`src/rtl/imem_pkg.sv`:
```
// imem_pkg: shared definitions for the instruction-memory loader.
//   - IMEM_DEPTH_WORDS : default instruction memory depth in 32-bit words
//   - IMEM_WORD_W      : instruction word width
//   - ST_*             : loader FSM state encodings (3-bit)
package imem_pkg;

  localparam int IMEM_DEPTH_WORDS = 1024;
  localparam int IMEM_WORD_W      = 32;

  localparam logic [2:0] ST_IDLE  = 3'd0;
  localparam logic [2:0] ST_HDR0  = 3'd1;
  localparam logic [2:0] ST_HDR1  = 3'd2;
  localparam logic [2:0] ST_DATA  = 3'd3;
  localparam logic [2:0] ST_CKSUM = 3'd4;
  localparam logic [2:0] ST_DONE  = 3'd5;
  localparam logic [2:0] ST_ERR   = 3'd6;

endpackage

```
`src/rtl/imem_word_packer.sv`:
```
// imem_word_packer: collects bytes into little-endian 32-bit words.
// Ports:
//   clk, rst_n     clock, asynchronous active-low reset
//   i_clear        restart word assembly at byte 0
//   i_valid        i_byte is consumed this cycle
//   i_byte         incoming byte
//   o_word_valid   high in the cycle the 4th byte of a word is consumed
//   o_word         assembled word (valid together with o_word_valid)
module imem_word_packer
  import imem_pkg::*;
(
  input  logic                   clk,
  input  logic                   rst_n,
  input  logic                   i_clear,
  input  logic                   i_valid,
  input  logic [7:0]             i_byte,
  output logic                   o_word_valid,
  output logic [IMEM_WORD_W-1:0] o_word
);

  // Only three bytes are ever held; the 4th is taken straight from i_byte
  // so the word is available in the same cycle as its last handshake.
  logic [23:0] r_shreg;
  logic [1:0]  r_cnt;

  assign o_word_valid = i_valid && (r_cnt == 2'd3);
  assign o_word       = {i_byte, r_shreg};

  always_ff @(posedge clk or negedge rst_n) begin
    if (!rst_n) begin
      r_shreg <= '0;
      r_cnt   <= '0;
    end else if (i_clear) begin
      r_cnt <= '0;
    end else if (i_valid) begin
      // Shift right so the oldest byte ends up in bits [7:0].
      r_shreg <= {i_byte, r_shreg[23:8]};
      r_cnt   <= r_cnt + 2'd1;
    end
  end

endmodule

```
`src/rtl/imem_loader.sv`:
```
// imem_loader: writes a byte-stream image into instruction memory and holds
// the CPU in reset until the image is complete.
// Stream format: count[7:0], count[15:8], then count words little-endian.
// Optional macro IMEM_LOADER_CKSUM_EN: one trailing byte must equal the XOR
// of all header and data bytes.
// Ports:
//   clk, rst_n           clock, asynchronous active-low reset
//   start                one-cycle pulse, starts a session when not busy
//   in_data/in_valid/in_ready  byte stream; a byte moves when both are high
//                        at a rising edge. in_ready depends only on state.
//   we/waddr/wdata       memory write port, one-cycle we pulse per word
//   busy/done/error      session status (done/error sticky until start)
//   cpu_hold             CPU reset request, active high
//   dbg_state            current FSM state (ST_* encoding)
module imem_loader
  import imem_pkg::*;
#(
  parameter int DEPTH = IMEM_DEPTH_WORDS,
  parameter int AW    = 32
) (
  input  logic                   clk,
  input  logic                   rst_n,
  input  logic                   start,
  input  logic [7:0]             in_data,
  input  logic                   in_valid,
  output logic                   in_ready,
  output logic                   we,
  output logic [AW-1:0]          waddr,
  output logic [IMEM_WORD_W-1:0] wdata,
  output logic                   busy,
  output logic                   done,
  output logic                   error,
  output logic                   cpu_hold,
  output logic [2:0]             dbg_state
);

`ifdef IMEM_LOADER_CKSUM_EN
  localparam logic [2:0] ST_AFTER   = ST_CKSUM;
  localparam logic       ENTER_DONE = 1'b0;
`else
  localparam logic [2:0] ST_AFTER   = ST_DONE;
  localparam logic       ENTER_DONE = 1'b1;
`endif

  logic [2:0]             r_state;
  logic [15:0]            r_count;
  logic [15:0]            r_word_idx;
  logic                   r_we;
  logic [AW-1:0]          r_waddr;
  logic [IMEM_WORD_W-1:0] r_wdata;
  logic                   r_busy;
  logic                   r_done;
  logic                   r_error;
  logic                   r_cpu_hold;

  logic                   w_accept;
  logic                   w_session_start;
  logic [15:0]            w_count;
  logic                   w_count_gt;
  logic                   w_last_word;
  logic                   w_word_valid;
  logic [IMEM_WORD_W-1:0] w_word;

  assign in_ready = (r_state == ST_HDR0) || (r_state == ST_HDR1) ||
                    (r_state == ST_DATA) || (r_state == ST_CKSUM);
  assign w_accept = in_valid && in_ready;
  // start is only honoured when no session is running.
  assign w_session_start = start && ((r_state == ST_IDLE) ||
                           (r_state == ST_DONE) || (r_state == ST_ERR));
  assign w_count     = {in_data, r_count[7:0]};
  assign w_count_gt  = {1'b0, w_count} > 17'(DEPTH);
  assign w_last_word = (r_word_idx == (r_count - 16'd1));

  imem_word_packer u_packer (
    .clk          (clk),
    .rst_n        (rst_n),
    .i_clear      (w_session_start),
    .i_valid      (w_accept && (r_state == ST_DATA)),
    .i_byte       (in_data),
    .o_word_valid (w_word_valid),
    .o_word       (w_word)
  );

`ifdef IMEM_LOADER_CKSUM_EN
  logic [7:0] r_xor;

  always_ff @(posedge clk or negedge rst_n) begin
    if (!rst_n) begin
      r_xor <= '0;
    end else if (w_session_start) begin
      r_xor <= '0;
    end else if (w_accept && (r_state != ST_CKSUM)) begin
      r_xor <= r_xor ^ in_data;
    end
  end
`endif

  always_ff @(posedge clk or negedge rst_n) begin
    if (!rst_n) begin
      r_state    <= ST_IDLE;
      r_count    <= '0;
      r_word_idx <= '0;
      r_we       <= 1'b0;
      r_waddr    <= '0;
      r_wdata    <= '0;
      r_busy     <= 1'b0;
      r_done     <= 1'b0;
      r_error    <= 1'b0;
      r_cpu_hold <= 1'b1;
    end else begin
      r_we <= 1'b0;
      case (r_state)
        ST_IDLE, ST_DONE, ST_ERR: begin
          if (w_session_start) begin
            r_state    <= ST_HDR0;
            r_busy     <= 1'b1;
            r_done     <= 1'b0;
            r_error    <= 1'b0;
            r_cpu_hold <= 1'b1;
          end
        end
        ST_HDR0: begin
          if (w_accept) begin
            r_count[7:0] <= in_data;
            r_state      <= ST_HDR1;
          end
        end
        ST_HDR1: begin
          if (w_accept) begin
            r_count[15:8] <= in_data;
            r_word_idx    <= '0;
            if (w_count_gt) begin
              r_state <= ST_ERR;
              r_busy  <= 1'b0;
              r_error <= 1'b1;
            end else if (w_count == 16'd0) begin
              r_state <= ST_AFTER;
              if (ENTER_DONE) begin
                r_busy     <= 1'b0;
                r_done     <= 1'b1;
                r_cpu_hold <= 1'b0;
              end
            end else begin
              r_state <= ST_DATA;
            end
          end
        end
        ST_DATA: begin
          if (w_word_valid) begin
            r_we       <= 1'b1;
            r_wdata    <= w_word;
            r_waddr    <= AW'({r_word_idx, 2'b00});
            r_word_idx <= r_word_idx + 16'd1;
            if (w_last_word) begin
              r_state <= ST_AFTER;
              if (ENTER_DONE) begin
                r_busy     <= 1'b0;
                r_done     <= 1'b1;
                r_cpu_hold <= 1'b0;
              end
            end
          end
        end
`ifdef IMEM_LOADER_CKSUM_EN
        ST_CKSUM: begin
          if (w_accept) begin
            r_busy <= 1'b0;
            if (in_data == r_xor) begin
              r_state    <= ST_DONE;
              r_done     <= 1'b1;
              r_cpu_hold <= 1'b0;
            end else begin
              // Words are already in memory, but the CPU stays held.
              r_state <= ST_ERR;
              r_error <= 1'b1;
            end
          end
        end
`endif
        default: r_state <= ST_IDLE;
      endcase
    end
  end

  assign we        = r_we;
  assign waddr     = r_waddr;
  assign wdata     = r_wdata;
  assign busy      = r_busy;
  assign done      = r_done;
  assign error     = r_error;
  assign cpu_hold  = r_cpu_hold;
  assign dbg_state = r_state;

endmodule

```
`config.mk`:
```
export PLATFORM = sky130hd
export DESIGN_NAME = imem_loader
export DESIGN_NICKNAME = d
export VERILOG_FILES = /design/src/rtl/imem_pkg.sv /design/src/rtl/imem_word_packer.sv /design/src/rtl/imem_loader.sv
export SDC_FILE = /design/constraint.sdc
export NUM_CORES = 1
export LEC_CHECK = 0
export ABC_AREA = 1
export BUFFER_PORTS_ARGS = -buffer_cell sky130_fd_sc_hd__buf_4
export CAP_MARGIN = 20
export CELL_PAD_IN_SITES_DETAIL_PLACEMENT = 1
export CELL_PAD_IN_SITES_GLOBAL_PLACEMENT = 1
export CORE_ASPECT_RATIO = 0.8
export CORE_MARGIN = 4
export CORE_UTILIZATION = 46
export CTS_CLUSTER_DIAMETER = 100
export CTS_CLUSTER_SIZE = 20
export DETAILED_ROUTE_END_ITERATION = 8
export PLACE_DENSITY_LB_ADDON = 0.1
export RECOVER_POWER = 50
export SLEW_MARGIN = 20
export SYNTH_ARGS = -nofsm -noshare
export SYNTH_HDL_FRONTEND = slang
export SYNTH_SLANG_ARGS = --single-unit
```
`constraint.sdc`:
```
create_clock -name clk -period 3.5 [get_ports clk]
set_input_delay 0.175 -clock clk [delete_from_list [all_inputs] [get_ports clk]]
set_output_delay 0.175 -clock clk [all_outputs]
set_load 0.005 [all_outputs]
```
### Word-level counts from Yosys, hierarchy flattened

Cells that the tools add are included.

| cells by class | value |
|---|---|
| add/sub/neg operators | 3 |
| bitwise gates (word level) | 1 |
| reductions and logical operators | 25 |
| mux-type cells | 35 |
| magnitude comparators | 1 |
| divide/modulo/power cells | 0 |
| multipliers | 0 |
| equality and inequality tests | 17 |
| shifts and indexed selects | 0 |

Operators with widths:

| operator | number |
|---|---|
| $mux 16 | 2 |
| $pmux 16 s2 | 1 |
| $mux 3 | 7 |
| $mux 1 | 18 |
| $add 16x1->16 const B | 1 |
| $eq 16x16->1 | 1 |
| $gt 16x11->1 const B | 1 |
| $logic_not 16->1 | 1 |
| $sub 16x1->16 const B | 1 |
| $pmux 3 s4 | 1 |
| $ne 2x2->1 const B | 5 |
| $eq 3x3->1 const B | 3 |
| $pmux 1 s3 | 3 |
| $reduce_and 2->1 | 4 |
| $reduce_and 7->1 | 1 |
| $eq 3x2->1 const B | 2 |
| $ne 2x1->1 const B | 3 |
| $reduce_and 6->1 | 1 |
| $reduce_bool 2->1 | 3 |
| $logic_or 1x1->1 | 5 |
| $reduce_and 5->1 | 1 |
| $logic_and 1x1->1 | 4 |
| $mux 2 | 2 |
| $reduce_and 4->1 | 1 |
| other kinds (10) | 10 |

| storage, ports and cells | value |
|---|---|
| bits of input ports | 12 |
| bits in writable memories | 0 |
| output and inout port bits | 73 |
| bits in registers | 114 |
| memory bits (read-only) | 0 |
| memories | 0 |
| latch bits | 0 |

### Longest topological paths before layout

| depth | value |
|---|---|
| word-level depth | 9 |
| mapped depth | 16 |

### Cells and area by module

Synthesis repeated with hierarchy kept, for this count alone.

| unflattened totals | value |
|---|---|
| cells, all modules | 705 |
| area total of the unflattened synthesis | 5641.7 µm² |

By module, submodules not included:

| module | instances | area an instance (µm²) | seq. area each (µm²) | cells each |
|---|---|---|---|---|
| imem_loader | 1 | 4513.1 | 2203.4 | 579 |
| imem_word_packer | 1 | 1128.6 | 650.6 | 126 |

### Worst setup path after synthesis

Ideal clock, no wire load.

| path | value |
|---|---|
| path kind | reg-to-reg |
| from | reg r_count[0] |
| to | reg r_state[1], in the netlist dbg_state[1] |
| setup slack | 1.541 ns |
| period minus slack after synthesis | 1.959 ns |
| required time | 3.379 ns |
| cell stages (with the launch flop) | 16 |
| arrival time | 1.838 ns |
| path buffers | 0 |
| path through | dfrtp_1 -> inv_1 -> ha_1 -> nand2_1 -> nor2_2 -> nand2_1 -> nand2_1 -> nand2_1 -> nor2_1 -> nand2_1 -> nor2_1 -> nand2_1 -> nand2_1 -> nand3_2 -> nand2_1 -> o21ai_1 |

| on the way | value |
|---|---|
| cells in the longest elaborated chain, start to end | 5 |
| elaborated cells between the ends (all ways) | 10 |
| those cells by class | add/sub (1); order compare (1); eq/ne (2); mux (4); reduce/logical (2) |

RTL lines:

| item | line | source |
|---|---|---|
| start: declaration | imem_loader.sv:46 | `logic [15:0] r_count;` |
| start signal: assignment | imem_loader.sv:124 | `r_count[7:0] <= in_data;` |
| parallel branches: the longest is 5 deep, another holds $sub 16x1->16 | - |  |
| end signal: assignment | imem_loader.sv:115 | `r_state <= ST_HDR0;` |
| end signal: assignment | imem_loader.sv:133 | `r_state <= ST_ERR;` |
| end signal: assignment | imem_loader.sv:137 | `r_state <= ST_AFTER;` |
| end: declaration | imem_loader.sv:45 | `logic [2:0] r_state;` |

Parallel ways; which one is timed is not known. The select of a mux whose other input is x is not followed.
A chain may end at the register's enable or synchronous reset.

### Final worst setup path

| path | value |
|---|---|
| from | reg r_state[2], in the netlist dbg_state[2] |
| to | reg r_word_idx[14] |

| on the way | value |
|---|---|
| cells in the longest elaborated chain, start to end | 9 |
| elaborated cells between the ends (all ways) | 15 |
| those cells by class | eq/ne (6); mux (1); reduce/logical (8) |

RTL lines:

| item | line | source |
|---|---|---|
| start signal: assignment | imem_loader.sv:100 | `r_state <= ST_IDLE;` |
| start signal: assignment | imem_loader.sv:115 |  |
| start signal: assignment | imem_loader.sv:125 | `r_state <= ST_HDR1;` |
| $eq 3x1->1 / $eq 3x2->1 (equally long branches) | imem_loader.sv:64, imem_loader.sv:112 |  |
| $logic_or 1x1->1 (2 in series) | imem_loader.sv:64 | `assign in_ready = (r_state == ST_HDR0) \|\| (r_state == ST_HDR1) \|\|` |
| $logic_or 1x1->1 | imem_loader.sv:65 | `(r_state == ST_DATA) \|\| (r_state == ST_CKSUM);` |
| $logic_and 1x1->1 | imem_loader.sv:66 | `assign w_accept = in_valid && in_ready;` |
| $logic_and 1x1->1 | imem_loader.sv:78 | `.i_valid (w_accept && (r_state == ST_DATA)),` |
| $logic_and 1x1->1 | imem_word_packer.sv:26 | `assign o_word_valid = i_valid && (r_cnt == 2'd3);` |
| $ne 2x1->1 (no source line) | - |  |
| $reduce_and 3->1 (no source line) | - |  |
| end signal: assignment | imem_loader.sv:153 | `r_word_idx <= r_word_idx + 16'd1;` |
| end: declaration | imem_loader.sv:47 | `logic [15:0] r_word_idx;` |

Parallel ways exist; a longest one is shown, timed or not.

==> metrics <==
status complete, but fails checks; failing checks max-capacitance violations, max-slew violations; crit-path max FO 28; top area cells in the synthesized netlist dfrtp_1, nand2_1, o21ai_0; Final Setup Violations 0; most frequent cells in the layout nand2_1, dfrtp_1, o21ai_0; input/output buffers 68; synth-to-layout area growth 21.28%; die area approximately 14000 µm²; fmax roughly 400 MHz; GRT Total Usage about 24%; clock net sink count 114; Avg WL per Cell roughly 18 µm; Final Cycle Share between 70% and 80%; commonest non-fill, non-tap cell in the layout nand2_1; synth warn 0; largest net degree at the start of global routing slightly below 90; Inserted Clock Buffers 17; Worst Hold Class in -> reg; DRT Pass-1 Iters 6; Worst setup EP type flip-flop; initial antenna violation count 0; cell taking the most area after synthesis dfrtp_1; layout cells sized above 1 between 15 and 20%; cell area power density 780.1 nW/µm²; total power approximately 5.2 mW; register area share after synthesis a little over half; unique cell type count in the Yosys netlist 40; Via density ~5.2; area of the core ~12000 µm²; Die Y roughly 110 µm; Post-Synthesis Cells between 600 and 700; synthesized area 5480 µm²; Rows 35; CTS root buf clkbuf_16; max-cap violation count 1; kind of critical path reg -> reg; dpl ws ~1.1 ns; GR Overflow Total 0; DRC errors left 0; crit-path cells inv_1, nand2_4, nor2_4, nand2_2, nand2_4, inv_2, nor3_4, nand3_2, nor2_4, nand2_2, nor2_2, nand2_1, a21oi_2; FF+latch count, synth about 110; relative slew slack -21.34%; Fin. Hold Viols 0; Clock Latency Late Sink 0.41 ns; Req. time, crit path between 3 and 4 ns; maximum vdd drop 0.3815 mV; H-tree levels 4; CTS Buffer Depth 2; crit path launch type flip-flop; via count ~4600; global-route wire length before repair between 20000 and 30000 µm; Initial Util between 40% and 50%; clock-pin slew on the worst setup and hold paths around 0.060 ns; crit path time final 2.529 ns; CTS tree done; Final Skew 0.008632 ns; Ports 85; Slowest cell on crit path dfrtp_1; final setup TNS 0 ns; Routed Wire Length about 16000 µm; vias in the first global route between 4000 and 5000; Slew @ Worst Pin around 1.8 ns; leakage dissipation between 3 and 4 nW; # diodes 0; Syn Area/Cell between 8 and 9 µm²; fin cells between 800 and 900; final net count between 700 and 800; HPWL after DPL 10390 µm; critical path data arrival time 2.87 ns; pins over their slew limit just over 70; Antenna Nets Post-Route 0; Crit path largest cell delay approximately 0.46 ns; Die W ~130 µm; RSZ-0062 raised after global routing no; gp weighted congestion 0.8815; Worst Setup Slack, final 0.9705 ns; share of the synthesized area in the top cell type around half; Post-Place Cells about 850; Initial DRC Count around 280
cell families after synthesis:
group                      count (synthesis)  share of synthesized area [%]
xor gates and xnor gates                  16                          2.557
other                                      1                        0.06843
adders and majority gates                  4                         0.9133
and+or+nand+nor                          292                          24.61
buffers and inverters                    112                          8.836
AOI/OAI and AO/OA                        115                          10.94
DFF                                      114                          52.08
report_power, final:
group | switching [mW] | internal, mW
registers | 0.297 | 1.62
logic | 0.995 | 0.550
clock network | 0.641 | 1.09
cell usage after synthesis:
cell type	count
and2_1	1
nand3_1	13
xnor2_1	6
a31oi_1	3
buf_4	16
a31o_2	1
a211oi_1	1
or2_2	3
nand3b_1	7
xor2_1	10
o21ai_0	91
a21oi_1	12
nor2_8	1
nand4_1	5
nor3_1	10
inv_1	74
buf_2	2
conb_1	1
clkbuf_1	17
a21oi_2	1
nand2_4	4
nand3_2	3
nor3b_1	1
nand3_4	1
nor4_1	1
dfrtp_1	113
ha_1	4
nor2_1	41
nand2_1	187
dfstp_2	1
a32o_1	1
o21ai_1	3
clkbuf_2	1
nor4_4	1
o21bai_1	2
nand2_2	3
nor2_2	5
nor3_4	3
inv_2	2
nor2_4	2
registers in the layout, indices dropped and copies added (netlist names):
name	count
busy	1
cpu_hold	1
dbg_state	3
done	1
error	1
r_count	16
r_word_idx	16
u_packer.r_cnt	2
u_packer.r_shreg	24
waddr	16
wdata	32
we	1
layout make-up:
| class | instances | area [µm²] |
|---|---|---|
| inverters | 76 | 285.3 |
| clock buffers | 20 | 456.7 |
| well taps | 148 | 185.2 |
| flip-flops and latches | 114 | 2854 |
| fillers | 1395 | 4915 |
| repair buffers | 74 | 534.3 |
| clock inverters | 12 | 132.6 |
| multi-input cells | 443 | 2198 |
routing by layer:
metal  track usage, %  wire (µm)  vias to the layer above  part of all wire, %
met5                0          0                        -                    0
met4            6.751        145                        0                 0.93
met3            4.863        676                       14                  4.3
met2            39.57       7557                      107                   48
met1            32.82       7243                     2333                   46
li1                 -          -                     2185                    -
worst max-delay path, delay by kind of cell (launching register included):
family	cells	cell delay (ns)
simple gates	10	1.67
compound gates	1	0.11
buf+inv	2	0.21
flops	1	0.46
worst paths after layout:
check | startpoint | to | slack (ns) | cells after the start
setup / recovery | dbg_state[2]$_DFFE_PN0P_ | r_word_idx[14]$_DFFE_PN0P_ | 0.97 | 13
hold / removal | in_valid | u_packer.r_cnt[1]$_DFFE_PN0P_ | 0.11 | 2
setup reg to reg | dbg_state[2]$_DFFE_PN0P_ | r_word_idx[14]$_DFFE_PN0P_ | 0.97 | 13
hold reg to reg | u_packer.r_shreg[3]$_DFFE_PN0P_ | wdata[3]$_DFFE_PN0P_ | 0.47 | 2
max in group asynchronous | rst_n | r_count[14]$_DFFE_PN0P_ | 1.25 | 3
min in group asynchronous | rst_n | r_word_idx[2]$_DFFE_PN0P_ | 0.76 | 2
stage by stage:
stage                     instance area [µm²]  utilization, %  hold slack [ns]
after floorplan                          5537               -          -0.1206
final                                    6646           57.49           0.1085
after CTS                                6670           57.69          0.09137
after global placement                   6071           52.51           0.3457
after global routing                     6646           57.49           0.1110
after detailed placement                 6071           52.51           0.3582
what timing repair did:
item,in CTS,in global routing
buffers inserted,0,0
hold buffers,1,0
resized for setup,0,0
endpoints found under the hold margin,69,0
(Power assumes the default switching activity.)
